### src/rtl/data_cache_pkg.sv
// Shared definitions for the direct-mapped write-through data cache:
// controller state encodings and address-field width helpers.
package data_cache_pkg;

  localparam logic [1:0] ST_IDLE   = 2'd0;
  localparam logic [1:0] ST_WRITE  = 2'd1;
  localparam logic [1:0] ST_REFILL = 2'd2;
  localparam logic [1:0] ST_ACK    = 2'd3;

  function automatic int offset_w(input int line_words);
    return $clog2(line_words);
  endfunction

  function automatic int index_w(input int num_lines);
    return $clog2(num_lines);
  endfunction

  function automatic int tag_w(input int addr_width, input int num_lines, input int line_words);
    return addr_width - 2 - offset_w(line_words) - index_w(num_lines);
  endfunction

endpackage

### src/rtl/dcache_array.sv
// Valid/tag/data storage for the data cache: one combinational read port,
// one word-write port, a tag/valid set port and an invalidate-all input.
module dcache_array
  import data_cache_pkg::*;
#(
  parameter int DATA_WIDTH = 32,
  parameter int NUM_LINES  = 16,
  parameter int LINE_WORDS = 4,
  parameter int TAG_W      = 24
) (
  input  logic                              clk,
  input  logic                              rst,
  input  logic                              inval_all,
  input  logic [index_w(NUM_LINES)-1:0]     rd_idx,
  input  logic [offset_w(LINE_WORDS)-1:0]   rd_word,
  output logic                              rd_valid,
  output logic [TAG_W-1:0]                  rd_tag,
  output logic [DATA_WIDTH-1:0]             rd_data,
  input  logic                              wr_en,
  input  logic [index_w(NUM_LINES)-1:0]     wr_idx,
  input  logic [offset_w(LINE_WORDS)-1:0]   wr_word,
  input  logic [DATA_WIDTH-1:0]             wr_data,
  input  logic                              set_en,
  input  logic [index_w(NUM_LINES)-1:0]     set_idx,
  input  logic [TAG_W-1:0]                  set_tag
);

  logic [NUM_LINES-1:0]  valid_q;
  logic [TAG_W-1:0]      tag_mem  [NUM_LINES];
  logic [DATA_WIDTH-1:0] data_mem [NUM_LINES*LINE_WORDS];

  // Valid bits: cleared by reset or invalidate-all, set when a refill completes.
  always_ff @(posedge clk or negedge rst) begin
    if (!rst) begin
      valid_q <= '0;
    end else if (inval_all) begin
      valid_q <= '0;
    end else if (set_en) begin
      valid_q[set_idx] <= 1'b1;
    end
  end

  // Tag storage, written together with the valid bit at refill completion.
  always_ff @(posedge clk) begin
    if (set_en) begin
      tag_mem[set_idx] <= set_tag;
    end
  end

  // Data storage, one word per cycle from refill responses or store hits.
  always_ff @(posedge clk) begin
    if (wr_en) begin
      data_mem[{wr_idx, wr_word}] <= wr_data;
    end
  end

  assign rd_valid = valid_q[rd_idx];
  assign rd_tag   = tag_mem[rd_idx];
  assign rd_data  = data_mem[{rd_idx, rd_word}];

endmodule

### src/rtl/data_cache.sv
// Direct-mapped, write-through, no-write-allocate data cache. Load hits return
// combinationally; misses refill a whole line with sequential word reads, and
// stores are forwarded to memory while updating the line only on a hit.
module data_cache
  import data_cache_pkg::*;
#(
  parameter int ADDR_WIDTH = 32,
  parameter int DATA_WIDTH = 32,
  parameter int NUM_LINES  = 16,
  parameter int LINE_WORDS = 4
) (
  input  logic                  clk,
  input  logic                  rst,
  input  logic                  req_valid,
  input  logic                  req_write,
  input  logic [ADDR_WIDTH-1:0] req_addr,
  input  logic [DATA_WIDTH-1:0] req_wdata,
  input  logic                  inval,
  output logic [DATA_WIDTH-1:0] rdata,
  output logic                  stall,
  output logic                  mem_req_valid,
  input  logic                  mem_req_ready,
  output logic                  mem_req_write,
  output logic [ADDR_WIDTH-1:0] mem_addr,
  output logic [DATA_WIDTH-1:0] mem_wdata,
  input  logic                  mem_rsp_valid,
  input  logic [DATA_WIDTH-1:0] mem_rdata
);

  localparam int OFF_W = offset_w(LINE_WORDS);
  localparam int IDX_W = index_w(NUM_LINES);
  localparam int TAG_W = tag_w(ADDR_WIDTH, NUM_LINES, LINE_WORDS);
  localparam int CNT_W = OFF_W + 1;
  localparam logic [CNT_W-1:0] LAST_CNT = CNT_W'(LINE_WORDS - 1);

  logic [1:0]       state_q;
  logic             inval_pending_q;
  logic [CNT_W-1:0] req_cnt_q;
  logic [CNT_W-1:0] rsp_cnt_q;
  logic [IDX_W-1:0] refill_idx_q;
  logic [TAG_W-1:0] refill_tag_q;

  logic [OFF_W-1:0]      req_word;
  logic [IDX_W-1:0]      req_idx;
  logic [TAG_W-1:0]      req_tag;
  logic                  arr_valid;
  logic [TAG_W-1:0]      arr_tag;
  logic [DATA_WIDTH-1:0] arr_data;
  logic                  hit;
  logic                  do_inval;
  logic                  mem_accept;
  logic                  rsp_last;
  logic                  wr_en;
  logic [IDX_W-1:0]      wr_idx;
  logic [OFF_W-1:0]      wr_word;
  logic [DATA_WIDTH-1:0] wr_data;

  assign req_word   = req_addr[2 +: OFF_W];
  assign req_idx    = req_addr[2 + OFF_W +: IDX_W];
  assign req_tag    = req_addr[ADDR_WIDTH-1 -: TAG_W];
  assign hit        = arr_valid && (arr_tag == req_tag);
  assign do_inval   = (state_q == ST_IDLE) && (inval || inval_pending_q);
  assign mem_accept = mem_req_valid && mem_req_ready;
  assign rsp_last   = (state_q == ST_REFILL) && mem_rsp_valid && (rsp_cnt_q == LAST_CNT);

  dcache_array #(
    .DATA_WIDTH (DATA_WIDTH),
    .NUM_LINES  (NUM_LINES),
    .LINE_WORDS (LINE_WORDS),
    .TAG_W      (TAG_W)
  ) u_array (
    .clk       (clk),
    .rst       (rst),
    .inval_all (do_inval),
    .rd_idx    (req_idx),
    .rd_word   (req_word),
    .rd_valid  (arr_valid),
    .rd_tag    (arr_tag),
    .rd_data   (arr_data),
    .wr_en     (wr_en),
    .wr_idx    (wr_idx),
    .wr_word   (wr_word),
    .wr_data   (wr_data),
    .set_en    (rsp_last),
    .set_idx   (refill_idx_q),
    .set_tag   (refill_tag_q)
  );

  // Core-facing response: hit data with no added latency, stall otherwise.
  always_comb begin
    stall = 1'b0;
    rdata = '0;
    case (state_q)
      ST_IDLE: begin
        if (req_valid) begin
          if (do_inval || req_write || !hit) begin
            stall = 1'b1;
          end else begin
            rdata = arr_data;
          end
        end
      end
      ST_WRITE, ST_REFILL: stall = req_valid;
      ST_ACK: begin
        if (req_valid && !req_write) begin
          rdata = arr_data;
        end
      end
      default: stall = 1'b0;
    endcase
  end

  // Array word-write select: refill responses fill the latched line, store hits patch one word.
  always_comb begin
    wr_en   = 1'b0;
    wr_idx  = req_idx;
    wr_word = req_word;
    wr_data = mem_wdata;
    if (state_q == ST_REFILL && mem_rsp_valid) begin
      wr_en   = 1'b1;
      wr_idx  = refill_idx_q;
      wr_word = rsp_cnt_q[OFF_W-1:0];
      wr_data = mem_rdata;
    end else if (state_q == ST_WRITE && mem_accept && hit) begin
      wr_en = 1'b1;
    end
  end

  // Line being refilled; captured when the miss is detected so the fill is independent of the core bus.
  always_ff @(posedge clk) begin
    if (state_q == ST_IDLE && req_valid && !req_write && !do_inval && !hit) begin
      refill_idx_q <= req_idx;
      refill_tag_q <= req_tag;
    end
  end

  // Controller: issues memory requests, tracks refill progress and deferred invalidation.
  always_ff @(posedge clk or negedge rst) begin
    if (!rst) begin
      state_q         <= ST_IDLE;
      inval_pending_q <= 1'b0;
      req_cnt_q       <= '0;
      rsp_cnt_q       <= '0;
      mem_req_valid   <= 1'b0;
      mem_req_write   <= 1'b0;
      mem_addr        <= '0;
      mem_wdata       <= '0;
    end else begin
      if (inval && state_q != ST_IDLE) begin
        inval_pending_q <= 1'b1;
      end
      case (state_q)
        ST_IDLE: begin
          if (do_inval) begin
            inval_pending_q <= 1'b0;
          end else if (req_valid && req_write) begin
            mem_req_valid <= 1'b1;
            mem_req_write <= 1'b1;
            mem_addr      <= req_addr & ~ADDR_WIDTH'(3);
            mem_wdata     <= req_wdata;
            state_q       <= ST_WRITE;
          end else if (req_valid && !hit) begin
            mem_req_valid <= 1'b1;
            mem_req_write <= 1'b0;
            mem_addr      <= req_addr & ~ADDR_WIDTH'(LINE_WORDS * 4 - 1);
            state_q       <= ST_REFILL;
          end
        end
        ST_WRITE: begin
          if (mem_accept) begin
            mem_req_valid <= 1'b0;
            state_q       <= ST_ACK;
          end
        end
        ST_REFILL: begin
          if (mem_accept) begin
            req_cnt_q <= req_cnt_q + CNT_W'(1);
            if (req_cnt_q == LAST_CNT) begin
              mem_req_valid <= 1'b0;
            end else begin
              mem_addr <= mem_addr + ADDR_WIDTH'(4);
            end
          end
          if (mem_rsp_valid) begin
            if (rsp_cnt_q == LAST_CNT) begin
              rsp_cnt_q <= '0;
              req_cnt_q <= '0;
              state_q   <= ST_ACK;
            end else begin
              rsp_cnt_q <= rsp_cnt_q + CNT_W'(1);
            end
          end
        end
        ST_ACK: state_q <= ST_IDLE;
        default: state_q <= ST_IDLE;
      endcase
    end
  end

endmodule

### config.mk
export PLATFORM = sky130hd
export DESIGN_NAME = data_cache
export DESIGN_NICKNAME = d
export VERILOG_FILES = /design/src/rtl/data_cache_pkg.sv /design/src/rtl/dcache_array.sv /design/src/rtl/data_cache.sv
export SDC_FILE = /design/constraint.sdc
export NUM_CORES = 2
export LEC_CHECK = 0
export CAP_MARGIN = 10
export CORE_UTILIZATION = 45
export CTS_CLUSTER_SIZE = 16
export DETAILED_ROUTE_END_ITERATION = 16
export HOLD_SLACK_MARGIN = 0.06
export SLEW_MARGIN = 20
export SYNTH_ARGS = -nofsm -noshare
export SYNTH_HDL_FRONTEND = slang
export SYNTH_SLANG_ARGS = --single-unit
### constraint.sdc
create_clock -name clk -period 6.82 [get_ports clk]
set_clock_uncertainty 0.2 [all_clocks]
set_input_delay 1.364 -clock clk [delete_from_list [all_inputs] [get_ports clk]]
set_output_delay 1.364 -clock clk [all_outputs]
set_load 0.05 [all_outputs]
Yosys cells after proc, flatten, opt, wreduce, memory -nomap -nowiden
Memories as Yosys holds them, arrays and structs flattened.
Cells that the tools add are included.

word-level totals
  bits in registers = 119
  RAM bits = 2432
  input port bits = 103
  output and inout port bits = 99
  word-level logic and storage cells = 121
  memories = 2

memory list
  memory            words  width  read ports  clocked after Yosys merged registers in  write ports  RTL line            source
  u_array.data_mem  64     32     1           0                                        1            dcache_array.sv:30  logic [DATA_WIDTH-1:0] data_mem [NUM_LINES*LINE_WORDS];
  u_array.tag_mem   16     24     1           0                                        1            dcache_array.sv:29  logic [TAG_W-1:0] tag_mem [NUM_LINES];

operators by class
  add/sub/neg operators = 3
  magnitude comparators = 3
  equal/unequal tests = 14
  muxes and demuxes = 51
  bitwise logic cells = 2
  reductions and logical operators = 35

operators with widths
  kind                   number
  $mux 32                9
  $pmux 32 s2            2
  $add 32x3->32 const B  1
  $mux 16                2
  $eq 24x24->1           1
  $mux 1                 21
  $logic_and 1x1->1      16
  $or 16x16->16          1
  $mux 2                 7
  $mux 3                 4
  $lt 4x5->1 const B     2
  $ne 2x2->1 const B     5
  $reduce_and 5->1       2
  $pmux 2 s4             1
  $reduce_bool 2->1      4
  $add 3x1->3 const B    2
  $eq 3x2->1 const B     2
  $reduce_and 3->1       2
  $reduce_and 6->1       1
  $bmux 1 s4             1
  $demux 1 s4            1
  $eq 2x2->1 const B     2
  $ge 4x1->1 const B     1
  $mux 4                 1
  other kinds (12)       17

Depth between registers and ports, before layout
  depth after elaboration = 9
  gate-level depth with buffers = 15
  gate-level depth less buffers = 10

Modules after synthesis
A second synthesis with hierarchy kept.

unflattened totals
  cells, all modules = 4445
  area, all modules = 99195.1 um^2

modules (own cells, without submodules)
  module        instances  cells each  area an instance (um^2)  seq. area each (um^2)
  dcache_array  1          3900        93370.8                  73430.4
  data_cache    1          545         5824.3                   2667.6

Worst setup path before layout
Ideal clock, no wire load.

  path type = input to register
  start point = input req_addr[4]
  end point = memory u_array.data_mem[3][0], enable pin
  library setup time = 461 ps
  arrival = 6745 ps
  data required time = 6159 ps
  setup slack = -586 ps
  cell stages on the path = 14
  buffers on the path = 6
  cells stage by stage = buf_6 > buf_6 > buf_2 > buf_2 > buf_2 > buf_1 > mux2i_1 > xnor2_1 > nor3_1 > a31oi_1 > or4_1 > or4_1 > mux2_4 > nor3_1

between the ends
  cells in the longest elaborated chain, start to end = 8
  elaborated cells on any way between the ends = 11
  those cells by class = eq/ne: 1; mux: 7; reduce/logical: 2; memory: 1

RTL lines
  item                                         RTL line                              source
  start, declared                              data_cache.sv:16                      input logic [ADDR_WIDTH-1:0] req_addr,
  $mem_v2 16x24 or $bmux 1 s4 (tied branches)  n/a
  $eq 24x24->1 or $mux 1 (tied branches)       data_cache.sv:61, dcache_array.sv:57
  $logic_and 1x1->1                            data_cache.sv:61                      assign hit = arr_valid && (arr_tag == req_tag);
  $logic_and 1x1->1                            data_cache.sv:124                     end else if (state_q == ST_WRITE && mem_accept && hit) begin
  $mux 1                                       data_cache.sv:124
  $mux 1                                       data_cache.sv:119                     if (state_q == ST_REFILL && mem_rsp_valid) begin
  $mux 1                                       dcache_array.sv:52                    if (wr_en) begin
  $mux 1 (implied by the code)                 dcache_array.sv:53                    data_mem[{wr_idx, wr_word}] <= wr_data;
  end, declared                                dcache_array.sv:30

Several ways; a longest one is shown, not always the timed one. The select of a mux whose other input is x is not followed.

Final worst setup path
  start point = input req_addr[4]
  end point = output rdata[15]

between the ends
  cells in the longest elaborated chain, start to end = 8
  elaborated cells on any way between the ends = 12
  those cells by class = eq/ne: 1; mux: 6; reduce/logical: 3; memory: 2

RTL lines
  item                                         RTL line                              source
  $mem_v2 16x24 or $bmux 1 s4 (tied branches)  n/a
  $eq 24x24->1 or $mux 1 (tied branches)       data_cache.sv:61, dcache_array.sv:57
  $logic_and 1x1->1                            data_cache.sv:61
  $logic_not 1->1                              data_cache.sv:96                      if (do_inval || req_write || !hit) begin
  $logic_or 1x1->1                             data_cache.sv:96
  $mux 32                                      data_cache.sv:96
  $mux 32                                      data_cache.sv:95                      if (req_valid) begin
  $pmux 32 s2 (*)                              data_cache.sv:93                      case (state_q)
  end, declared                                data_cache.sv:19                      output logic [DATA_WIDTH-1:0] rdata,

Mark *: on every way between the ends. The rest lies on a longest branch, timed or not. The select of a mux whose other input is x is not followed.

==> results.md <==
- Worst path slowest cell: or4b_4
- Die width: 472 µm
- Register area: 0.0761 mm²
- Drt pass-1 iters: 5
- CP Class: input pin to output port
- Via count: 47400
- Slew @ Worst Pin: 1.11 ns
- Core area: 0.220 mm²
- Synth Register Bits: 2549
- Post-synthesis area per instance: 22.8 µm²
- WL per Instance: 30.3 µm
- CP cell instances: buf_12 > buf_4 > mux4_2 > xnor2_1 > and4_1 > o211ai_1 > a221o_1 > or4b_4 > nor3_1 > buf_4 > o21ai_4 > buf_12 > nor2b_1 > buf_12
- Vias/cell: 5.95
- Gate Count Post-Synth: 4364
- H-tree levels: 5
- Max IR drop VDD: 274 µV
- CP Max Fanout: 30
- Worst min path class: input pin to async pin
- Worst reg-to-reg path cell count: 12
- Final core utilization: 53.4%
- Starting Density: 45.3%
- Worst-path clk slew: 0.06 ns
- Worst Path Required: 5.26 ns
- Longest Clk Path Bufs: 4
- CTS Root Cell: clkbuf_16
- # fillers: 16800
- Remaining DRCs: 0
- Fin. Hold Viols: 0
- Routability cong.: 0.789
- Vias in the first global route: 48800
- Layout cells sized above 1: 32.2%
- Final #Nets: 4994
- Synth Cell Area: 0.0994 mm²
- Period utilization: 98.1%
- Async S/R FF share, synth: 3.49%
- Die span in y: 472 µm
- ANT nets after route: 0
- Max Cap Violations: 0
- Crit-path max cell delay: 0.58 ns
- Synth top area share: 74.3%
- Critical path endpoint category: output port
- Tmin final: 6.69 ns
- Most used cell, CP: buf_12
- Yosys warns: 0
- Final Max Tran Viols: 0
- CTS tree: built
- First-pass GRT wire length: 349000 µm
- I/O Buffers: 197
- Post-synth cell types: 66
- Antenna violations before repair: 13
- Status: finished clean
- Clock Latency Late Sink: 0.94 ns
- Rows: 172
- Total global-route track usage: 21.8%
- RSZ-0062 raised after global routing: no
- Number of synthesized flops with an enable pin: 2460
- Clk sink count: 2549
- Fmax: 150 MHz
- Crit path arrival time: 5.12 ns
- Relative max-transition margin: 25.9%
- Hold slack final: 0.203 ns
- Grt ovf: 0
- Clock buffer count from CTS: 284
- Setup TNS: 0 ns
- Power per cell area: 273 mW/mm²
- Lkg Pwr: 31.9 nW
- Cell taking the most area after synthesis: edfxtp_1
- DP HPWL: 144000 µm
- Ys flop type: edfxtp_1
- Post-synthesis sequential area ratio: 76.6%
- Largest net degree at the start of global routing: 112
- P&R area growth vs syn: 17.8%
- Area of the multi-input gates: 0.0232 mm²
- Setup Fix Bufs, Post-CTS: 0
- Drt total wl: 241000 µm
- Final setup viols: 0
- Total Power: 31.9 mW
- Drt initial violations: 5280
- Die area: 0.223 mm²
- Synth area leaders: edfxtp_1 74%, mux4_2 17%, dfrtp_1 2.2%
- Nature of the critical path startpoint: input pin
- Hold Buf Count CTS: 0
- Ports: 202
==> per-layer routing <==
layer  up-vias  global-route usage [%]  wire, µm
li1      19600                       -         -
met1     25700                    31.6    103000
met2      1691                    34.7    117000
met3       328                    4.20     17200
met4         0                    4.78      4610
met5         -                       0         0
==> area by class of cell <==
type / instances / share of cell area (%)
Inverter: 11 / 0.0438
Clock inverter: 129 / 0.795
Clock buffer: 356 / 6.51
Tap cell: 2871 / 3.07
Timing Repair Buffer: 472 / 4.78
Antenna cell: 10 / 0.0214
Multi-Input combinational cell: 1564 / 19.8
Sequential cell: 2549 / 65.0
==> stage by stage <==
stage	setup slack, ns	std cells	instance area [µm²]
after floorplan	-0.586	4365	99500
after global placement	-0.415	7463	108000
after detailed placement	-0.399	7466	108000
after CTS	0.0586	7951	117000
after global routing	0.00656	7956	117000
final	0.132	7962	117000
==> worst max-delay path: cells and delay by family <==
family | cells | cell delay [ns]
buffers and inverters | 5 | 1.07
and+or+nand+nor | 4 | 1.28
muxes | 1 | 0.55
xor gates and xnor gates | 1 | 0.16
AOI/OAI and AO/OA | 3 | 0.58
==> where the power goes <==
group          internal, mW           switching, mW
logic                 0.358                   0.453
clock network          8.34                    5.89
registers              16.9  0.00000000000000000826
==> synthesized netlist by cell type, drive strengths merged, types with 35 or more instances <==
cell type and count:
mux4 757, nor2b 44, dfrtp 89, nor2 88, nor3 60, mux2i 67
o21ai 35, a21oi 35, edfxtp 2460, mux2 42, clkbuf 169, buf 72
nand2 158
==> layout by cell type, fill, tap and decap left out, types with 8 or more instances in the layout <==
master              n
and3_1             19
clkinv_1           60
a22oi_1            17
xor2_1              9
clkdlybuf4s50_1   157
edfxtp_1         2460
nand2b_1            9
o221a_2            18
diode_2            10
buf_4             181
mux2i_1            66
nor3_2             11
clkbuf_1           58
or3_1              10
nor3_1             13
and4_1             13
buf_12            127
nor2_1             54
mux4_2            757
and2_1              9
inv_1               9
xnor2_1            20
clkinv_2           45
nand2_2            13
dfrtp_1            89
a31oi_1            18
mux2_2             40
nor3_4             36
bufinv_16          12
clkbuf_16         294
nand2_1           125
o21ai_0            33
ha_1                8
nor2_4             34
nand3_1            27
a21oi_1            31
o21a_1             18
nand2_4            20
nor2b_1            44
==> registers in the layout, indices dropped and copies added, names as in the netlist <==
signal and cells:
refill_tag_q 24, inval_pending_q 1, rsp_cnt_q 3, mem_wdata 32, mem_req_write 1, state_q 2
mem_addr 30, u_array.valid_q 16, u_array.tag_mem 384, u_array.data_mem 2048, req_cnt_q 3, mem_req_valid 1
refill_idx_q 4
==> logic make-up (layout without fill, tap and decap cells) <==
family	Yosys count	count (layout)	synth area share, %
multiplexers	866	866	18.3
XOR/XNOR	30	30	0.264
AND/OR/NAND/NOR	468	468	2.38
AO/OA/AOI/OAI	189	189	1.35
flip-flops	2549	2549	76.6
buffers and inverters	252	968	1.04
other	1	12	0.00377
adder cells (fa/ha/maj)	9	9	0.113
==> final timing paths <==
| path | start | to | slack [ns] |
|---|---|---|---|
| worst min-delay path | rst | mem_wdata[22]$_DFFE_PN0P_ | 0.20 |
| min in group clk | mem_req_write$_DFFE_PN0P_ | mem_req_write$_DFFE_PN0P_ | 0.28 |
| worst max-delay path | req_addr[4] | rdata[15] | 0.13 |
| worst max register to register | u_array.tag_mem[2][17]$_DFFE_PP_ | u_array.data_mem[31][5]$_DFFE_PP_ | 1.73 |
| max in group asynchronous | rst | u_array.valid_q[14]$_DFFE_PN0P_ | 4.96 |
| worst min register to register | mem_req_write$_DFFE_PN0P_ | mem_req_write$_DFFE_PN0P_ | 0.28 |
==> what timing repair did <==
| action | 4_1_cts | 5_1_grt |
|---|---|---|
| gates resized for setup | 3 | 2 |
| endpoints found under the hold margin | 0 | 0 |
| setup endpoints to repair | 1 | 32 |
(Power assumes the default switching activity.)
